==> config.mk <==
export PLATFORM = sky130hd
export DESIGN_NAME = zero_scan
export DESIGN_NICKNAME = d
export VERILOG_FILES = /design/src/rtl/zero_scan.sv
export SDC_FILE = /design/constraint.sdc
export NUM_CORES = 1
export LEC_CHECK = 0
export CORE_AREA = 2 2 67 69
export CTS_CLUSTER_DIAMETER = 150
export DETAILED_ROUTE_END_ITERATION = 16
export DIE_AREA = 0 0 69 71
export PLACE_DENSITY_LB_ADDON = 0.1
export REMOVE_ABC_BUFFERS = 1
export SYNTH_ARGS = -nofsm -noshare
export SYNTH_HDL_FRONTEND = slang
export SYNTH_SLANG_ARGS = --single-unit
==> constraint.sdc <==
create_clock -name clock -period 7.6 [get_ports clock]
set_input_delay 1.52 -clock clock [delete_from_list [all_inputs] [get_ports clock]]
set_output_delay 1.52 -clock clock [all_outputs]
set_load 0.005 [all_outputs]
==> src/rtl/zero_scan.sv <==
// zero_scan: finds the lowest (mode 0) or highest (mode 1) set bit of an
// operand by examining one CHUNK-bit slice per cycle, stopping early on the
// first nonzero slice. Valid/ready on both the operand and result sides.
//
// state | meaning
// ------+----------------------------------------------------------------
// IDLE  | waiting for an operand; in_ready=1
// SCAN  | examining one chunk per cycle; busy=1
// DONE  | result held on nonzero/first_idx with out_valid=1 until taken

module zero_scan #(
  parameter int WIDTH = 32,
  parameter int CHUNK = 8,
  parameter int IDXW  = $clog2(WIDTH)
) (
  input  logic             clock,
  input  logic             reset_n,
  input  logic             in_valid,
  output logic             in_ready,
  input  logic [WIDTH-1:0] opA,
  input  logic             mode,
  output logic             out_valid,
  input  logic             out_ready,
  output logic             nonzero,
  output logic [IDXW-1:0]  first_idx,
  output logic             busy
);

  localparam int NCHUNK = WIDTH / CHUNK;
  localparam int CNTW   = (NCHUNK > 1) ? $clog2(NCHUNK) : 1;
  localparam int BITW   = (CHUNK > 1) ? $clog2(CHUNK) : 1;

  // Refuse to elaborate an operand that does not split into whole chunks.
  if ((WIDTH % CHUNK) != 0) begin : g_bad_chunk
    $error("zero_scan: WIDTH must be a multiple of CHUNK");
  end

  typedef enum logic [1:0] {
    S_IDLE = 2'd0,
    S_SCAN = 2'd1,
    S_DONE = 2'd2
  } state_t;

  state_t            state_q;
  logic [WIDTH-1:0]  op_q;
  logic              mode_q;
  logic [CNTW-1:0]   cnt_q;
  logic              nonzero_q;
  logic [IDXW-1:0]   first_idx_q;

  logic [CNTW-1:0]   chunk_sel;
  logic [CHUNK-1:0]  chunk_bits;
  logic [BITW-1:0]   bit_pos;
  logic              hit;
  logic              last_chunk;
  logic              nonzero_d;
  logic [IDXW-1:0]   first_idx_d;

  // The counter always counts chunks examined; mode 1 mirrors it so the
  // scan walks from the top chunk downward.
  always_comb begin
    chunk_sel = cnt_q;
    if (mode_q) begin
      chunk_sel = CNTW'(NCHUNK - 1) - cnt_q;
    end
  end

  // Select the chunk under examination this cycle.
  always_comb begin
    chunk_bits = '0;
    for (int k = 0; k < NCHUNK; k++) begin
      if (chunk_sel == CNTW'(k)) begin
        chunk_bits = op_q[k*CHUNK +: CHUNK];
      end
    end
  end

  // Priority-encode within the chunk: the last match written wins, so the
  // loop direction picks lowest (mode 0) or highest (mode 1) set bit.
  always_comb begin
    bit_pos = '0;
    if (mode_q) begin
      for (int i = 0; i < CHUNK; i++) begin
        if (chunk_bits[i]) begin
          bit_pos = BITW'(i);
        end
      end
    end else begin
      for (int i = CHUNK - 1; i >= 0; i--) begin
        if (chunk_bits[i]) begin
          bit_pos = BITW'(i);
        end
      end
    end
  end

  // Result candidates registered on the edge that enters DONE.
  always_comb begin
    hit         = |chunk_bits;
    last_chunk  = (cnt_q == CNTW'(NCHUNK - 1));
    nonzero_d   = hit;
    first_idx_d = '0;
    if (hit) begin
      first_idx_d = (IDXW'(chunk_sel) * IDXW'(CHUNK)) + IDXW'(bit_pos);
    end
  end

  // Control FSM with the operand latch, chunk counter and result registers.
  always_ff @(posedge clock or negedge reset_n) begin
    if (!reset_n) begin
      state_q     <= S_IDLE;
      op_q        <= '0;
      mode_q      <= 1'b0;
      cnt_q       <= '0;
      nonzero_q   <= 1'b0;
      first_idx_q <= '0;
    end else begin
      case (state_q)
        S_IDLE: begin
          if (in_valid) begin
            op_q    <= opA;
            mode_q  <= mode;
            cnt_q   <= '0;
            state_q <= S_SCAN;
          end
        end
        S_SCAN: begin
          if (hit || last_chunk) begin
            nonzero_q   <= nonzero_d;
            first_idx_q <= first_idx_d;
            state_q     <= S_DONE;
          end else begin
            cnt_q <= cnt_q + CNTW'(1);
          end
        end
        S_DONE: begin
          if (out_ready) begin
            state_q <= S_IDLE;
          end
        end
        default: begin
          state_q <= S_IDLE;
        end
      endcase
    end
  end

  assign in_ready  = (state_q == S_IDLE);
  assign busy      = (state_q == S_SCAN);
  assign out_valid = (state_q == S_DONE);
  assign nonzero   = nonzero_q;
  assign first_idx = first_idx_q;

endmodule
* Word-level counts from Yosys, hierarchy flattened
Index checks and enable logic that the tools add are counted.
W data, S select, Z words.
** Operators by class
- Multiplexer cells :: 29
- Add/sub/neg operators :: 3
- Equality and inequality tests :: 10
- Reductions and logical operators :: 9
** Operators by type and width (number)
- $mux W3 :: 15
- $mux W8 :: 4
- $mux W2 :: 6
- $eq A2 B2 Y1 const B :: 4
- $reduce_or A8 Y1 :: 1
- $pmux W2 S3 :: 1
- $reduce_and A3 Y1 :: 2
- $add A5 B3 Y5 :: 1
- $mux W5 :: 1
- $eq A2 B1 Y1 const B :: 2
- $logic_not A2 Y1 :: 2
- $ne A2 B1 Y1 const B :: 2
- $ne A2 B2 Y1 const B :: 2
- $pmux W2 S2 :: 1
- $reduce_and A2 Y1 :: 2
- $add A2 B1 Y2 const B :: 1
- $reduce_bool A2 Y1 :: 1
- $sub A2 B2 Y2 const A :: 1
- $logic_or A1 B1 Y1 :: 1
- $mux W1 :: 1
** Storage, ports and cells
- Register bits after elaboration :: 43
- Output and inout port bits :: 9
- Input port bits :: 37
- Word-level logic and storage cells :: 57

* Logic depth before layout (Yosys ltp)
Gate-level depths: netlist of the first run.
- Depth after elaboration :: 18
- Mapped depth :: 7
- Depth with buffers taken out :: 6

* Worst setup path after synthesis of the first run
Ideal clock, no wire load.
- Kind :: register to register
- Start point :: register cnt_q[0]
- End point :: register cnt_q[0]
- Required time :: 7.472 ns
- Path slack :: 5.113 ns
- Period minus slack after synthesis :: 2.487 ns
- Stages on the path, launching flop included :: 8
- Setup time :: 0.128 ns
- Buffers on the path :: 1
- Data arrival time :: 2.359 ns
- Cell sequence :: dfrtp_1 > buf_2 > nand3b_1 > a21oi_1 > a2111o_1 > or4b_4 > or4_4 > mux2i_1
** Between the ends
- Word-level cells in the longest chain between the ends :: 11
- Elaborated cells on any way between the ends :: 18
- Those cells by class :: 2 x add/sub; 5 x eq/ne; 7 x mux; 4 x reduce/logical
** Ends and longest elaborated chain
- start: declaration :: line 47 : logic [CNTW-1:0] cnt_q;
- start signal: assignment :: line 133 : cnt_q <= cnt_q + CNTW'(1);
- $sub A2 B2 Y2 :: line 64 : chunk_sel = CNTW'(NCHUNK - 1) - cnt_q;
- $mux W2 :: line 63 : if (mode_q) begin
- $logic_not A2 Y1 :: line 72 : if (chunk_sel == CNTW'(k)) begin
- $mux W8 (4 in a row) :: line 72
- $reduce_or A8 Y1 :: line 99 : hit = |chunk_bits;
- $logic_or A1 B1 Y1 :: line 128 : if (hit || last_chunk) begin
- $ne A2 B2 Y1 (no source line)
- $reduce_and A3 Y1 (no source line)
Several ways; a longest one is shown, not always the timed one. The select of a mux whose other input is x is not followed.
A chain may end at the register's enable or synchronous reset.

* Final worst setup path of the first run
- Start point :: register cnt_q[0]
- End point :: register state_q[1]
** Between the ends
- Word-level cells in the longest chain between the ends :: 11
- Elaborated cells on any way between the ends :: 15
- Those cells by class :: 1 x add/sub; 5 x eq/ne; 5 x mux; 4 x reduce/logical
** Ends and longest elaborated chain
- $sub A2 B2 Y2 :: line 64
- $mux W2 :: line 63
- $logic_not A2 Y1 :: line 72
- $mux W8 (4 in a row) :: line 72
- $reduce_or A8 Y1 :: line 99
- $logic_or A1 B1 Y1 * :: line 128
- $ne A2 B1 Y1 (no source line) *
- $reduce_and A3 Y1 (no source line) *
- end signal: assignment :: line 111 : state_q <= S_IDLE;
- end signal: assignment :: line 131 : state_q <= S_DONE;
- end signal: assignment :: line 138 : state_q <= S_IDLE;
- end: declaration :: line 44 : state_t state_q;
Mark *: on every way between the ends. The rest lies on a longest branch, timed or not.

==> metrics.csv, run 1 <==
metric,value,unit
status,finished clean,
register area share after synthesis,0.486,
clock skew,0.00539,ns
Pleak,0.00134,uW
unrepaired setup endpoints after global routing,false,
Clock Latency Late Sink,0.29,ns
1st-pass router iterations,4,
Tmin final,3.06,ns
CTS root buf,clkbuf_8,
share of cells above drive strength 1,0.0447,
PortBufs,45,
Sw Pwr,382,uW
relative slew slack,0.310,
largest net degree at the start of global routing,44,
"CP delay by family, top",compound AO/OA/AOI/OAI gates,
total number of vias,1856,
Starting Density,0.526,
Longest Clk Path Bufs,2,
"Cell Area, Synth",0.00221,mm^2
synthesis warning total,0,
WL per Instance,13.7,um
most frequent CP cell,o21ai_0,
Global Route Usage Sum,0.214,
grt total ovfl,0,
# resized after CTS,0,
WHS,0.476,ns
H-tree depth,2,
GP Congestion,0.885,
DIE AREA,0.00490,mm^2
combinational share of power,0.454,
"Slowest-stage cell, CP",dfrtp_1,
final hold viol count,0,
"commonest non-fill, non-tap cells in the layout","nand2_1, clkdlybuf4s50_1, dfrtp_1",
"commonest non-fill, non-tap cell in the layout",nand2_1,
Worst-path clk slew,0.07,ns
Avg Vias per Cell,5.41,
global-route wire length before repair,8540,um
highest clock rate,327,MHz
number of CTS-inserted buffers,5,
max_cap viols,0,
Finished Layout Cells,343,
CTS Sinks,43,
Min-Delay Endpoint,op_q[2],
Critical Path Source Type,flop,
CP Max Fanout,16,
Nets,330,
vias in the first global route,1808,
first-iteration detailed-routing DRC count,103,
Finish-stage setup viols,0,
final period utilization,0.402,
CTS tree,done,
chip width,69,um
reg2reg setup slack,4.54,ns
"Async S/R FF share, synth",1.00,
row cnt,24,
RR Endpoint,state_q[1],
CP arrival,3.19,ns
final design utilization,0.652,
peak supply drop,163,uV
"antenna viol nets, final",0,
detailed-route wire length,4710,um
CP Buf/Inv Count,0,
drt drc,0,
worst r2r path cells,6,
Most used DFF post-synth,dfrtp_1,
Syn Area/Cell,8.75,um^2
worst hold stages,2,
CP endpoint kind,flop,
slew at the pin closest to its max-slew limit,1.01,ns
cell count after placement,337,
sw frac,0.388,
initial antenna violation count,0,
# IOs,46,
register area,0.00108,mm^2
Hold Crit Class,flop to flop,
Overall Power,985,uW
hold_buf cts,0,
count of final max-slew check failures,0,
clock share of power,0.134,
Setup TNS Final,0,ns
pwr dens,359,mW/mm^2
Post-Syn Instances,253,
Int Power,603,uW
r2r startpoint,cnt_q[0],
postcts setup bufs,0,
Sequential Power Share,0.413,
chip height,71,um
detailed-placement wirelength estimate,3430,um
filler instances,369,
core area,0.00420,mm^2
"EDFF count, synth",0,
number of distinct library cells after synthesis,49,
critical path's largest stage delay,0.70,ns
Area Growth Syn to Fin,23.9,%
CP cell instances,and3b_1 > o21ai_0 > o2111ai_1 > or4b_4 > o31ai_2 > o21ai_0,
CP Class,flop to flop,
Worst Hold Launch,op_q[2],
Critical Path RT,7.73,ns
# diodes,0,
"FF+latch count, synth",43,
area of the multi-input gates,0.00104,mm^2
cells in the mapped netlist, drive strengths merged, types with 5 or more instances:
| master | n | area, um^2 |
|---|---|---|
| clkbuf | 9 | 33.8 |
| o21ai | 16 | 80.1 |
| a21oi | 14 | 70.1 |
| nand2 | 93 | 352 |
| buf | 5 | 28.8 |
| inv | 10 | 37.5 |
| dfrtp | 43 | 1080 |
per-layer routing:
metal  wire length (um)  share of wire  GRT usage
met1               2150           0.46      0.281
met2               2280           0.48      0.356
met3                219          0.046     0.0527
met4                 64          0.014     0.0632
met5                  0              0          0
stage by stage:
stage / setup WS (ns) / area (um^2)
5_1_grt: 4.28 / 2740
4_1_cts: 4.52 / 2740
3_3_place_gp: 4.59 / 2670
2_1_floorplan: 4.93 / 2150
6_report: 4.54 / 2740
3_5_place_dp: 4.54 / 2670
worst reg2reg max path: stages, from the launching register on:
cell	delay (ns)
dfrtp_1	0.70
and3b_1	0.29
o21ai_0	0.32
o2111ai_1	0.26
or4b_4	0.62
o31ai_2	0.51
o21ai_0	0.21
cell type report:
class                   instances  share of cell area
flip-flops and latches         43               0.393
clock buffers                   6              0.0265
multi-input cells             186               0.378
well taps                      52              0.0237
repair buffers                 46               0.165
inverters                      10              0.0137
worst max path at each step:
stage / from / to / depth (start not counted)
global placement: in_valid / cnt_q[0] / 4
CTS: cnt_q[0] / state_q[1] / 6
global route: cnt_q[0] / first_idx[1] / 6
detailed placement: cnt_q[0] / state_q[1] / 6
finish: cnt_q[0] / state_q[1] / 6
floorplan: cnt_q[0] / cnt_q[0] / 6
registers in the layout, summed over array words and instances (netlist names):
signal / count
cnt_q: 2
op_q: 32
nonzero: 1
mode_q: 1
first_idx: 5
state_q: 2
logic make-up (layout without fill, tap and decap cells):
| group | after synthesis | count (layout) | share of synthesized area |
|---|---|---|---|
| and+or+nand+nor | 120 | 120 | 0.252 |
| AOI/OAI and AO/OA | 61 | 61 | 0.194 |
| DFF | 43 | 43 | 0.486 |
| buffers and inverters | 24 | 62 | 0.0452 |
| xor gates and xnor gates | 2 | 2 | 0.00792 |
| muxes | 2 | 2 | 0.00905 |
| adders and majority gates | 1 | 1 | 0.00565 |
power by group through the flow:
stage	clock (uW)	sequential, uW	combinational [uW]
finish	132	406	447
detailed placement	0	409	447
global placement	0	405	437
CTS	133	406	449
global route	145	421	511
floorplan	0	389	305
No activity file was read; power rests on OpenSTA's default activity.
==> run 2: changes to the inputs <==
--- a/config.mk
+++ b/config.mk
@@ -5,10 +5,10 @@
 export SDC_FILE = /design/constraint.sdc
 export NUM_CORES = 1
 export LEC_CHECK = 0
-export CORE_AREA = 2 2 67 69
+export CORE_AREA = 2 2 73 75
 export CTS_CLUSTER_DIAMETER = 150
 export DETAILED_ROUTE_END_ITERATION = 16
-export DIE_AREA = 0 0 69 71
+export DIE_AREA = 0 0 75 77
 export PLACE_DENSITY_LB_ADDON = 0.1
 export REMOVE_ABC_BUFFERS = 1
 export SYNTH_ARGS = -nofsm -noshare
==> constraint.sdc (replaced) <==
create_clock -name clock -period 2.67 [get_ports clock]
set_input_delay 0.534 -clock clock [delete_from_list [all_inputs] [get_ports clock]]
set_output_delay 0.534 -clock clock [all_outputs]
set_load 0.005 [all_outputs]
==> run 2 against run 1 <==
Against the previous run:
- the flow now finishes with violations (setup timing)
- count of clock-buffer cells in the layout unchanged
- routed wire length increased by 6.7%
- clock skew increased by 0.0016 ns
- final area increased by 12%
- flip-flop and latch count unchanged
- maximum frequency increased by 14%
- total power increased to 3.3 times the previous value
- first-iteration DRC count increased by 14%
- largest cell class is now multi-input combinational cells
- largest power group unchanged
==> metrics.csv, run 2 (synthesized netlist as in run 1, its figures left out) <==
metric,value,unit,change
Largest Register,op_q,,unchanged
r2r startpoint,cnt_q[0],,unchanged
DIE AREA,0.00578,mm^2,was 0.00490 mm^2
Critical Path Source Type,flop,,unchanged
share of cells above drive strength 1,0.191,,was 0.0447
WHS,0.372,ns,was 0.476 ns
"commonest non-fill, non-tap cells in the layout","nand2_1, clkdlybuf4s50_1, dfrtp_1",,unchanged
dpl cell area,0.00283,mm^2,was 0.00267 mm^2
hold_buf cts,0,,unchanged
RR Endpoint,cnt_q[1],,was state_q[1]
Critical Path RT,2.88,ns,was 7.73 ns
GP Congestion,0.890,,was 0.885
Int Power,2060,uW,was 603 uW
number of CTS-inserted buffers,5,,unchanged
Overall Power,3250,uW,was 985 uW
combinational share of power,0.489,,was 0.454
slew at the pin closest to its max-slew limit,0.938,ns,was 1.01 ns
worst r2r path cells,8,,was 6
area of the multi-input gates,0.00111,mm^2,was 0.00104 mm^2
clock skew,0.00697,ns,was 0.00539 ns
clock share of power,0.162,,was 0.134
global-route wire length before repair,8820,um,was 8540 um
# IOs,46,,unchanged
row cnt,26,,was 24
Hold Crit Class,primary input to asynchronous set/reset pin,,was flop to flop
Avg Vias per Cell,5.13,,was 5.41
largest net degree at the start of global routing,44,,unchanged
Sw Pwr,1200,uW,was 382 uW
# diodes,0,,unchanged
highest clock rate,374,MHz,was 327 MHz
Starting Density,0.445,,was 0.526
relative slew slack,0.375,,was 0.310
Pleak,0.00149,uW,was 0.00134 uW
Nets,356,,was 330
status,finished with violations,,was finished clean
core area,0.00498,mm^2,was 0.00420 mm^2
vias in the first global route,1863,,was 1808
Tmin final,2.68,ns,was 3.06 ns
filler instances,447,,was 369
H-tree depth,2,,unchanged
CTS root buf,clkbuf_8,,unchanged
detailed-route wire length,5030,um,was 4710 um
first-iteration detailed-routing DRC count,117,,was 103
max_cap viols,0,,unchanged
Longest Clk Path Bufs,2,,unchanged
PortBufs,45,,unchanged
Sequential Power Share,0.349,,was 0.413
CTS tree,done,,unchanged
Largest register FFs,32,,unchanged
CP arrival,2.89,ns,was 3.19 ns
peak supply drop,463,uV,was 163 uV
dpl ws,-0.125,ns,was 4.54 ns
reg2reg setup slack,-0.006,ns,was 4.54 ns
pwr dens,1060,mW/mm^2,was 359 mW/mm^2
drt drc,0,,unchanged
"commonest non-fill, non-tap cell in the layout",nand2_1,,unchanged
Clock Latency Late Sink,0.30,ns,was 0.29 ns
final hold viol count,0,,unchanged
count of final max-slew check failures,0,,unchanged
final design utilization,0.619,,was 0.652
Worst-path clk slew,0.08,ns,was 0.07 ns
WL per Instance,12.9,um,was 13.7 um
chip width,75,um,was 69 um
register area,0.00108,mm^2,about the same
sw frac,0.368,,was 0.388
chip height,77,um,was 71 um
fin area,0.00308,mm^2,was 0.00274 mm^2
total number of vias,1997,,was 1856
detailed-placement wirelength estimate,3600,um,was 3430 um
CP Max Fanout,6,,was 16
CTS Sinks,43,,unchanged
Finish-stage setup viols,1,,was 0
"antenna viol nets, final",0,,unchanged
1st-pass router iterations,4,,unchanged
CP Class,flop to flop,,unchanged
Area Growth Syn to Fin,39.3,%,was 23.9%
Global Route Usage Sum,0.197,,was 0.214
Setup WS post-layout,-0.00623,ns,was 4.54 ns
CP endpoint kind,flop,,unchanged
initial antenna violation count,0,,unchanged
violated checks,setup timing,,
grt total ovfl,0,,unchanged
final period utilization,1.00,,was 0.402
unrepaired setup endpoints after global routing,true,,was false
==> run 2: cell types whose count changed in the layout (fill, tap and decap cells not counted), moves of 3 or more <==
cell,change
a21oi_2,+7
dfrtp_1,-3
o21ai_1,+5
o21ai_0,-5
a21oi_1,-7
buf_4,+24
dfrtp_2,+3
==> run 2: per-stage QoR <==
step	setup TNS, ns	instances
2_1_floorplan	-0.00278	239
3_3_place_gp	-0.0697	373
3_5_place_dp	-0.646	373
4_1_cts	-0.0114	383
5_1_grt	-0.0804	389
6_report	-0.00623	389
==> run 2: final cells by class <==
type / instances / area share
Clock inverter: 2 / 0.0114
Inverter: 10 / 0.0122
Clock buffer: 6 / 0.0268
Tap cell: 70 / 0.0284
Sequential cell: 43 / 0.350
Timing Repair Buffer: 72 / 0.211
Multi-Input combinational cell: 186 / 0.360
==> run 2: worst max path at each step <==
stage	start	endpoint	slack (ns)	depth (start not counted)
floorplan	cnt_q[0]	cnt_q[0]	-0.003	6
global placement	mode_q	state_q[1]	-0.06	8
detailed placement	mode_q	state_q[1]	-0.13	8
CTS	mode_q	cnt_q[1]	-0.008	7
global route	cnt_q[0]	cnt_q[1]	-0.05	8
finish	cnt_q[0]	cnt_q[1]	-0.006	8
==> run 2: critical path: stages, from the launching register on <==
cell and delay (ns):
dfrtp_2 0.41, buf_4 0.15, or3b_4 0.43, a21oi_2 0.14
a2111oi_0 0.07, buf_4 0.17, or4_4 0.45, or4_4 0.53
mux2i_2 0.22
==> run 2: timing repair <==
item,4_1_cts,5_1_grt
setup buffers,2,6
cloned,0,0
endpoints found under the setup margin,9,9
resized for setup,10,19
pin swaps,0,9
==> run 2: metal layers <==
metal,up-vias,share of wire,wire length (um),global-route usage
met5,-,0,0,0
met4,0,0.013,63,0.0554
met3,7,0.041,206,0.0473
met2,46,0.46,2300,0.288
met1,946,0.49,2460,0.289
li1,998,-,-,-
==> run 2: power by group through the flow <==
stage	clock [uW]	combinational, uW	sequential [uW]
3_3_place_gp	0	1470	1130
6_report	526	1590	1140
4_1_cts	540	1520	1130
2_1_floorplan	0	868	1110
3_5_place_dp	0	1480	1140
5_1_grt	570	1800	1170
==> patch, RTL diff (flow settings as in run 2) <==
Re-encode `state_t` (3 states) as one-hot, 3 bits wide.
--- a/src/rtl/zero_scan.sv
+++ b/src/rtl/zero_scan.sv
@@ -35,10 +35,10 @@
     $error("zero_scan: WIDTH must be a multiple of CHUNK");
   end
 
-  typedef enum logic [1:0] {
-    S_IDLE = 2'd0,
-    S_SCAN = 2'd1,
-    S_DONE = 2'd2
+  typedef enum logic [2:0] {
+    S_IDLE = 3'b001,
+    S_SCAN = 3'b010,
+    S_DONE = 3'b100
   } state_t;
 
   state_t            state_q;
Check against the original RTL: same outputs for any inputs over 10 cycles, from zero or initial values and one cycle with reset_n low; not proved beyond that.
==> patch against run 2 <==
Combinational power shrank 3%; sequential cell count grew 1; non-clock buffer count shrank 19; design area shrank 6.3%; setup slack gained 0.074 ns; final cell count shrank 19%; wire length grew 2.8%; power shrank 3.0%; via count shrank 12%; die area is the same; synthesized cell count shrank 23%; area after synthesis grew 1.8%; sequential power grew 4%; critical endpoint is now cnt_q[0]; largest power group unchanged.
==> patch: results (changes against run 2) <==
| Metric | Value |
|---|---|
| Layout cell share with drive strength beyond 1 | 24.2% (was 19.1%) |
| DP Area | 2780 sq um (was 2830 sq um) |
| Critical path origin | cnt_q[1] (was cnt_q[0]) |
| Total routed wirelength | 5170 um (was 5030 um) |
| DP Worst Slack | 0.0407 ns (was -0.125 ns) |
| Final setup skew | 0.00547 ns (was 0.00697 ns) |
| Sequential Power Share | 37.6% (was 34.9%) |
| Die width | 75 um (unchanged) |
| Status | completed (was finished, violations left) |
| Internal | 2.03 mW (was 2.06 mW) |
| HPWL Detailed | 3840 um (was 3600 um) |
| Comb. pwr | 1.55 mW (was 1.59 mW) |
| Critical Path AT | 2.81 ns (was 2.89 ns) |
| Nets | 281 (was 356) |
| Number of port buffers | 45 (unchanged) |
| Critical path class | flip-flop to flip-flop (unchanged) |
| Iter 0 DRT Violations | 92 (was 117) |
| GP Congestion | 0.865 (was 0.890) |
| Unique cell type count in the Yosys netlist | 43 (was 49) |
| Slew of the pin with the lowest slew margin | 0.961 ns (was 0.938 ns) |
| Critical path fanouts, max | 12 (was 6) |
| Top cells by count, synth | dfrtp_1 (43), mux2_2 (28), o21ai_1 (14), o21ai_0 (12), nand2_1 (10) (was nand2_1 (92), dfrtp_1 (43), o21ai_0 (15), a21oi_1 (14), inv_1 (10)) |
| Worst Setup Slack, final | 0.0673 ns (was -0.00623 ns) |
| Reg2Reg Depth | 6 (was 8) |
| Slowest-stage cell, CP | or4b_4 (was or4_4) |
| Largest net degree at the start of global routing | 45 (was 44) |
| Synth area leaders | dfrtp_1 (48%), mux2_2 (14%), o21ai_1 (3.1%) (was dfrtp_1 (49%), nand2_1 (16%), o21ai_0 (3.4%)) |
| VDD IR-drop max | 0.566 mV (was 0.463 mV) |
| R2r endpoint | cnt_q[0] (was cnt_q[1]) |
| Post-CTS setup buffer count | 0 (was 2) |
| Resize count post-CTS | 0 (was 10) |
| Min Hold Slack | 0.392 ns (was 0.372 ns) |
| Crit path largest cell delay | 0.64 ns (was 0.53 ns) |
| P_leak | 1.19 nW (was 1.49 nW) |
| Vias in the first global route | 1830 (was 1863) |
| Mapped Cells | 194 (was 253) |
| First-pass GRT wire length | 8610 um (was 8820 um) |
| Non-filler cells, final | 314 (was 389) |
[patch: cell families (layout without fill, tap and decap cells)]
logic type | after synthesis | after routing | share of synthesized area, %
flops | 44 | 44 | 48.9
buf+inv | 18 | 68 | 4.16
fa+ha+maj | 1 | 1 | 0.555
mux | 28 | 28 | 14.0
simple gates | 36 | 36 | 10.7
xor+xnor | 2 | 2 | 0.777
compound gates | 65 | 65 | 20.9
[patch: routing by layer]
metal | global-route usage [%] | up-vias | part of all wire (%)
met1 | 24.5 | 861 | 43
li1 | - | 828 | -
met2 | 32.1 | 49 | 50
met3 | 3.94 | 10 | 4.8
met4 | 7.86 | 0 | 2.2
met5 | 0 | - | 0
[patch: cell type report]
type	count	area (sq um)
Fill cell	446	2090
Multi-Input combinational cell	132	1070
Timing Repair Buffer	53	505
Inverter	7	26.3
Sequential cell	44	1100
Clock buffer	8	90.1
Tap cell	70	87.6
